==> config.mk <==
export PLATFORM = sky130hd
export DESIGN_NAME = fsm_serial_pattern_tx
export DESIGN_NICKNAME = d
export VERILOG_FILES = /design/src/rtl/fsm_serial_pattern_tx.sv
export SDC_FILE = /design/constraint.sdc
export NUM_CORES = 1
export LEC_CHECK = 0
export ABC_CLOCK_PERIOD_IN_PS = 5400
export CORE_MARGIN = 2
export CORE_UTILIZATION = 53
export DETAILED_ROUTE_END_ITERATION = 6
export PLACE_DENSITY = 0.81
export SLEW_MARGIN = 20
export SYNTH_ARGS = -nofsm -noshare
export SYNTH_HDL_FRONTEND = slang
export SYNTH_SLANG_ARGS = --single-unit
==> constraint.sdc <==
create_clock -name clk -period 5.4 [get_ports clk]
set_input_delay 1.62 -clock clk [delete_from_list [all_inputs] [get_ports clk]]
set_output_delay 1.62 -clock clk [all_outputs]
set_load 0.01 [all_outputs]
==> src/rtl/fsm_serial_pattern_tx.sv <==
// MSB-first parallel-to-serial transmitter with optional inter-word idle gap.
// Define FSM_SERIAL_PATTERN_TX_PARITY_EN to append an even-parity bit per word.
module fsm_serial_pattern_tx #(
    parameter int WIDTH = 32,
    parameter int GAP   = 0
) (
    input  logic                          clk,
    input  logic                          rst,
    input  logic [WIDTH-1:0]              data_i,
    input  logic                          valid_i,
    output logic                          ready_o,
    output logic                          ser_o,
    output logic                          ser_valid_o,
    output logic                          done_o,
    output logic [$clog2(WIDTH+2)-1:0]    bit_cnt_o
);

    localparam int CW = $clog2(WIDTH + 2);
`ifdef FSM_SERIAL_PATTERN_TX_PARITY_EN
    localparam int LEN = WIDTH + 1;
`else
    localparam int LEN = WIDTH;
`endif
    localparam logic [CW-1:0] LEN_C = CW'(LEN);
    localparam logic [CW-1:0] ONE_C = CW'(1);
    localparam logic [CW-1:0] TWO_C = CW'(2);

    typedef enum logic [1:0] {
        ST_IDLE,
        ST_SHIFT,
        ST_GAP
    } state_t;

    state_t            state, state_n;
    logic [WIDTH-1:0]  sh, sh_n;
    logic [CW-1:0]     cnt, cnt_n;
    logic [7:0]        gap_cnt, gap_n;
    logic              ser_q, ser_n;
`ifdef FSM_SERIAL_PATTERN_TX_PARITY_EN
    logic              par, par_n;
`endif
    logic              last;
    logic              accept;

    assign last        = (state == ST_SHIFT) && (cnt == ONE_C);
    // rst gates ready so nothing can be accepted while reset is held
    assign ready_o     = !rst && ((state == ST_IDLE) || (last && (GAP == 0)));
    assign accept      = valid_i && ready_o;
    assign ser_o       = ser_q;
    assign ser_valid_o = (state == ST_SHIFT);
    assign done_o      = last;
    assign bit_cnt_o   = cnt;

    always_ff @(posedge clk or posedge rst) begin
        if (rst) begin
            state   <= ST_IDLE;
            sh      <= '0;
            cnt     <= '0;
            gap_cnt <= '0;
            ser_q   <= 1'b0;
`ifdef FSM_SERIAL_PATTERN_TX_PARITY_EN
            par     <= 1'b0;
`endif
        end else begin
            state   <= state_n;
            sh      <= sh_n;
            cnt     <= cnt_n;
            gap_cnt <= gap_n;
            ser_q   <= ser_n;
`ifdef FSM_SERIAL_PATTERN_TX_PARITY_EN
            par     <= par_n;
`endif
        end
    end

    always_comb begin
        state_n = state;
        sh_n    = sh;
        cnt_n   = cnt;
        gap_n   = gap_cnt;
        ser_n   = ser_q;
`ifdef FSM_SERIAL_PATTERN_TX_PARITY_EN
        par_n   = par;
`endif
        unique case (state)
            ST_IDLE: begin
                ser_n = 1'b0;
                cnt_n = '0;
            end
            ST_SHIFT: begin
                if (cnt == ONE_C) begin
                    ser_n = 1'b0;
                    cnt_n = '0;
                    if (GAP == 0) begin
                        state_n = ST_IDLE;
                    end else begin
                        state_n = ST_GAP;
                        gap_n   = 8'(GAP);
                    end
                end else begin
                    ser_n = sh[WIDTH-1];
                    sh_n  = {sh[WIDTH-2:0], 1'b0};
                    cnt_n = cnt - ONE_C;
`ifdef FSM_SERIAL_PATTERN_TX_PARITY_EN
                    if (cnt == TWO_C) ser_n = par;
`endif
                end
            end
            ST_GAP: begin
                if (gap_cnt <= 8'd1) begin
                    state_n = ST_IDLE;
                    gap_n   = 8'd0;
                end else begin
                    gap_n = gap_cnt - 8'd1;
                end
            end
            default: state_n = ST_IDLE;
        endcase
        // sh keeps the bits still to send; the MSB goes straight to ser_q
        if (accept) begin
            state_n = ST_SHIFT;
            ser_n   = data_i[WIDTH-1];
            sh_n    = {data_i[WIDTH-2:0], 1'b0};
            cnt_n   = LEN_C;
`ifdef FSM_SERIAL_PATTERN_TX_PARITY_EN
            par_n   = ^data_i;
`endif
        end
    end

    logic unused_two;
    assign unused_two = ^TWO_C;

endmodule

==> flow_summary.toml, run 1 <==
[status]
status = "complete, no violations"

[route]
drcViolationCount = 0
drt_pass1_iterations = 4
drt-vias-per-instance = 5.04
drt-initial-drc-count = 34
post_drt_wl_per_cell_um = 13.8
wirelength_um = 3280
detailroute.via_count = 1200
final_antenna_net_count = 0

[synth]
synth_top_cell_area_share_pct = 50.0
postSynthNetCount = 180
ys.flop_type = "sky130_fd_sc_hd__dfrtp_1"
yosys_warnings = 0
synth_edf_count = 0
synth_area_per_cell_um2 = 13.6
netlist.top_cell.by_area = "sky130_fd_sc_hd__dfrtp_1"
synthArstFlopShare_pct = 100
synth_seq_cells = 39
yosys.cell_types.count = 25
netlist_top_cells_area = "sky130_fd_sc_hd__dfrtp_1, sky130_fd_sc_hd__mux2_2, sky130_fd_sc_hd__xnor2_1, sky130_fd_sc_hd__ha_1, sky130_fd_sc_hd__inv_1"
ranking_of_synthesized_cells_by_instance_count = "sky130_fd_sc_hd__mux2_2, sky130_fd_sc_hd__dfrtp_1, sky130_fd_sc_hd__inv_1, sky130_fd_sc_hd__nor2_1, sky130_fd_sc_hd__buf_2"
synth.cell_area_mm2 = 0.00195
netlist_instances = 143
synthMostInstantiatedCell = "sky130_fd_sc_hd__mux2_2"
synth_seq_area_share_pct = 50.0

[sta]
hold_viol_final = 0
period_share_pct = 82.0
timing_max_transition_violations_final = 0
rsz0062_at_grt = "false"
fin_worst_skew_ns = 0.00800
layout_min_cycle_time_ns = 4.43
worst-slew-pin-transition_ns = 0.471
fin_setup_tns_ns = 0
max_freq_mhz = 226
setup-violations-final = 0
max_slew_margin_pct = 68.6

[pwr]
power.density_mw_per_mm2 = 477
totalPowerFinal_mw = 1.19
leakagePower_nw = 1.11
irDropWorstVdd_uv = 319

[clock_network]
cts_tree = "built"
cts_post_setup_buffers_inserted = 0
clock_tree_buf_depth = 2
number_of_resized_instances_in_the_post_cts_repair_step = 0
cts_hold_repair.buffers = 0
clk_latency_ns = 0.27
cts.reportedPaths.clkPinSlew_ns = 0.06
cts-root-buf = "sky130_fd_sc_hd__clkbuf_8"
numCtsBuffers = 5
clkSinkCount = 39
htree_depth = 2

[worst_setup_path]
critical_path_required_ns = 3.78
rr_endpoint = "sh[14]"
timing.critical_path.to = "ready_o"
reg2regPathDepth = 4
crit_fanout = 3
rr_startpoint = "bit_cnt_o[2]"
worstSetupStartpointType = "input port"
timing.critical_path.mode_cell = "sky130_fd_sc_hd__clkdlybuf4s50_1"
reg2reg_setup_slack_ns = 3.45
crit_slowest_cell = "sky130_fd_sc_hd__clkdlybuf4s50_1"
setup.worst_path.end_class = "primary output"
crit_path_max_incr_delay_ns = 0.53
arrival_ns = 2.81
timing_worst_setup_path_type = "input port to primary output"
crit_start = "rst"
crit_path_cell_trace = "clkdlybuf4s50_1 > inv_1 > and2_1 > clkdlybuf4s50_1"

[finish]
filler_cell_count = 278
fin_cells = 238
regArea_um2 = 976
finish.instance_area_mm2 = 0.00250
final_net_count = 226
final_layout_size_suffix_gt1_share_pct = 38.9
multi_input_comb_area_um2 = 895
area_growth_syn_to_layout_pct = 28.1
num_antenna_cells = 0

[global_routing]
number_of_global_route_vias_before_repair = 1284
grt.total_usage_pct = 17.5
grt_pass1_wl_um = 5690
number_of_antenna_violations_at_the_first_check_in_global_routing = 0
grt_overflow_total = 0
maximum_number_of_pins_on_one_net_before_global_route_repair = 40

[floorplanning]
placeableCoreArea_mm2 = 0.00361
chipWidth_um = 64.7
fp-row-count = 22
design.portCount = 45
die-area_mm2 = 0.00418
die_h_um = 64.7
floorplan.initialDensity_pct = 54.1

[placement]
place_hpwl_um = 2400
placed_area_mm2 = 0.00242
gpl.final_weighted_congestion = 0.718
place_inst = 230
port_buffers = 44

[job]
max-cap-violations = 0

[worst_hold_path]
hold_path.class = "flip-flop to flip-flop"
## metal layers
metal | wire, µm | vias up | GRT usage, %
met5 | 0 | - | 0
li1 | - | 589 | -
met4 | 24 | 0 | 3.19
met1 | 1380 | 587 | 19.6
met3 | 110 | 2 | 4.34
met2 | 1760 | 22 | 33.7
## layout by cell type, fill, tap and decap left out
master / n
sky130_fd_sc_hd__nor2_1: 6
sky130_fd_sc_hd__inv_1: 6
sky130_fd_sc_hd__clkdlybuf4s50_1: 44
sky130_fd_sc_hd__a21oi_1: 1
sky130_fd_sc_hd__nor3b_1: 1
sky130_fd_sc_hd__nand2b_1: 1
sky130_fd_sc_hd__o21ai_4: 1
sky130_fd_sc_hd__or3_4: 1
sky130_fd_sc_hd__clkinv_2: 3
sky130_fd_sc_hd__nor2b_2: 1
sky130_fd_sc_hd__mux2_4: 1
sky130_fd_sc_hd__nor3_1: 3
sky130_fd_sc_hd__a211oi_1: 2
sky130_fd_sc_hd__mux2_2: 59
sky130_fd_sc_hd__dfrtp_1: 39
sky130_fd_sc_hd__o21ai_0: 2
sky130_fd_sc_hd__nand2_1: 1
sky130_fd_sc_hd__ha_1: 2
sky130_fd_sc_hd__and4_1: 1
sky130_fd_sc_hd__buf_4: 3
sky130_fd_sc_hd__mux2i_1: 1
sky130_fd_sc_hd__clkbuf_8: 5
sky130_fd_sc_hd__xnor2_1: 3
sky130_fd_sc_hd__mux2_1: 1
sky130_fd_sc_hd__and2_1: 2
## worst min path at each step
stage	depth (start not counted)	endpoint	slack (ns)	start
6_report	1	sh[31]	0.51	sh[30]
5_1_grt	1	sh[24]	0.53	sh[23]
4_1_cts	1	sh[8]	0.51	sh[7]
3_5_place_dp	1	sh[8]	0.49	sh[7]
3_3_place_gp	1	sh[31]	0.47	sh[30]
2_1_floorplan	1	sh[31]	0.45	sh[30]
## layout make-up
class / instances / share of cell area, %
timing repair buffer: 47 / 18.5
clock inverter: 3 / 0.601
inverter: 6 / 0.901
clock buffer: 5 / 2.75
multi-input combinational: 90 / 35.8
sequential: 39 / 39.0
tap: 48 / 2.40
## logic make-up (layout without fill, tap and decap cells)
kind of cell | after synthesis | in the layout | share of synthesized area [%]
mux | 62 | 62 | 35.9
flops | 39 | 39 | 50.0
simple gates | 17 | 17 | 4.81
buf+inv | 14 | 61 | 4.29
compound gates | 6 | 6 | 2.37
xor+xnor | 3 | 3 | 1.35
fa+ha+maj | 2 | 2 | 1.28
## through the flow
stage               hold WS, ns  setup WS [ns]  utilization, %
finish                    0.506          0.973            69.3
global route              0.527          0.933            69.3
detailed placement        0.493          0.967            67.0
global placement          0.466           1.00            67.0
floorplan                 0.454           1.04               -
CTS                       0.509          0.967            69.3
## worst max-delay path: cells and delay by family
family	cells	cell delay (ns)
and+or+nand+nor	1	0.12
buffers and inverters	3	1.07
## power by group
part	total [mW]	leakage [nW]	switching, mW	internal, mW
sequential	0.503	0.495	0.0809	0.422
clock	0.180	0.0477	0.0918	0.0883
combinational	0.508	0.564	0.188	0.320
## state kept, by name (all words and copies together), names as in the netlist
register,cells
state,1
sh,31
bit_cnt_o,6
ser_o,1
(Power assumes the default switching activity.)
==> inputs of run 2 (changes only) <==
Settings changed: ABC_CLOCK_PERIOD_IN_PS 5400 to 4340, CORE_UTILIZATION 53 to 49, PLACE_DENSITY 0.81 to 0.75.
Clock period 5.4 ns to 4.34 ns, I/O delays scaled along.
==> flow_summary.toml, run 2 (same netlist as run 1, synthesis figures left out) <==
[worst_hold_path]
worst_min_delay_path_endpoint = "sh[31]"
worstHoldStart = "sh[30]"
hold-path-cell-count = 1
hold_path.class = "flip-flop to flip-flop"

[worst_setup_path]
crit_path_max_incr_delay_ns = 0.53
crit_path_cell_trace = "clkdlybuf4s50_1 > inv_1 > and2_1 > clkdlybuf4s50_1"
crit_slowest_cell = "sky130_fd_sc_hd__clkdlybuf4s50_1"
critical_path_required_ns = 3.04
arrival_ns = 2.52
rr_startpoint = "bit_cnt_o[2]"
reg2regPathDepth = 4
timing_worst_setup_path_type = "input port to primary output"
reg2reg_setup_slack_ns = 2.38
worstSetupStartpointType = "input port"
setup.worst_path.end_class = "primary output"
crit_fanout = 3
timing.critical_path.mode_cell = "sky130_fd_sc_hd__clkdlybuf4s50_1"
rr_endpoint = "sh[11]"

[placement]
gpl.final_weighted_congestion = 0.748
place_hpwl_um = 2350
worst_slack_after_detailed_placement_ns = 0.525
port_buffers = 44

[finish]
final_cell_mix = "sky130_fd_sc_hd__mux2_2, sky130_fd_sc_hd__clkdlybuf4s50_1, sky130_fd_sc_hd__dfrtp_1"
final_net_count = 226
filler_cell_count = 308
area_growth_syn_to_layout_pct = 27.9
num_antenna_cells = 0
post-route-util_pct = 66.7
number_of_flip_flops_under_the_largest_register_name = 31
final_common_cell = "sky130_fd_sc_hd__mux2_2"
top_register = "sh"
final_layout_size_suffix_gt1_share_pct = 37.9

[status]
status = "complete, no violations"

[clock_network]
clkSinkCount = 39
htree_depth = 2
numCtsBuffers = 5
number_of_resized_instances_in_the_post_cts_repair_step = 0
cts_tree = "built"
cts_hold_repair.buffers = 0
clock_tree_buf_depth = 2
cts-root-buf = "sky130_fd_sc_hd__clkbuf_8"
cts.reportedPaths.clkPinSlew_ns = 0.08
cts_post_setup_buffers_inserted = 0
clk_latency_ns = 0.28

[pwr]
clock_network_fraction_of_design_power_pct = 15.4
power.switching_fraction_pct = 30.2
share_seq_of_total_power_pct = 42.3
irDropWorstVdd_uv = 335
power.density_mw_per_mm2 = 595
leakagePower_nw = 1.10
combPwrFrac_pct = 42.3
switchingPower_mw = 0.449
totalPowerFinal_mw = 1.48
internal_power_mw = 1.04

[floorplanning]
placeableCoreArea_mm2 = 0.00374
design.portCount = 45
fp-row-count = 22
die-area_mm2 = 0.00450
floorplan.initialDensity_pct = 52.1
die_h_um = 67.1
chipWidth_um = 67.1

[sta]
period_share_pct = 88.0
max_slew_margin_pct = 67.7
worst-slew-pin-transition_ns = 0.484
max_freq_mhz = 262
rsz0062_at_grt = "false"
fin_setup_tns_ns = 0
setup-violations-final = 0
fin_worst_skew_ns = 0.00830
hold_viol_final = 0
layout_min_cycle_time_ns = 3.82
final_critical_path_setup_slack_ns = 0.521
timing_max_transition_violations_final = 0

[route]
drt-vias-per-instance = 5.17
wirelength_um = 3350
detailroute.via_count = 1231
post_drt_wl_per_cell_um = 14.1
drt_pass1_iterations = 3
final_antenna_net_count = 0
drcViolationCount = 0
drt-initial-drc-count = 56

[global_routing]
number_of_global_route_vias_before_repair = 1257
number_of_antenna_violations_at_the_first_check_in_global_routing = 0
grt_pass1_wl_um = 5580
maximum_number_of_pins_on_one_net_before_global_route_repair = 40
grt.total_usage_pct = 17.1
grt_overflow_total = 0

[job]
max-cap-violations = 0
[run 2: power groups by stage]
| stage | Combinational, mW | Clock [mW] | Sequential, mW |
|---|---|---|---|
| floorplan | 0.483 | 0 | 0.621 |
| global placement | 0.616 | 0 | 0.624 |
| detailed placement | 0.637 | 0 | 0.636 |
| CTS | 0.639 | 0.239 | 0.630 |
| global route | 0.695 | 0.254 | 0.649 |
| finish | 0.629 | 0.229 | 0.628 |
[run 2: layer usage]
metal	vias to the layer above	global-route usage, %	share of wire [%]	routed length, µm
li1	591	-	-	-
met1	608	19.6	43	1440
met2	28	29.6	50	1690
met3	4	5.57	5.0	168
met4	0	6.12	1.5	51
met5	-	0	0	0
[run 2: stage by stage]
step	instance area [µm²]	instances	hold slack, ns
2_1_floorplan	1950	143	0.454
3_3_place_gp	2420	230	0.463
3_5_place_dp	2420	230	0.466
4_1_cts	2500	238	0.475
5_1_grt	2500	238	0.489
6_report	2500	238	0.473
[run 2: layout make-up]
type | count | area, µm² | share of cell area (%)
inverter | 6 | 22.5 | 0.902
tap | 48 | 60.1 | 2.40
timing repair buffer | 47 | 463 | 18.5
multi-input combinational | 90 | 895 | 35.8
clock buffer | 7 | 76.3 | 3.06
sequential | 39 | 976 | 39.1
clock inverter | 1 | 5.00 | 0.200
[run 2: how the worst max path moves through the flow]
stage / to / slack (ns) / from
3_5_place_dp: ready_o / 0.53 / rst
4_1_cts: ready_o / 0.51 / rst
2_1_floorplan: ready_o / 0.62 / rst
6_report: ready_o / 0.52 / rst
5_1_grt: ready_o / 0.45 / rst
3_3_place_gp: ready_o / 0.52 / rst
[run 2: worst max-delay path: cells and delay by family]
| family | cells | cell delay, ns |
|---|---|---|
| simple gates | 1 | 0.13 |
| buf+inv | 3 | 1.09 |
==> inputs of run 3 (changes only) <==
Settings changed: CAP_MARGIN set to 40, CTS_CLUSTER_DIAMETER set to 80.
==> results of run 3 <==
The final DEF is identical to that of run 2; final timing and power are the same.
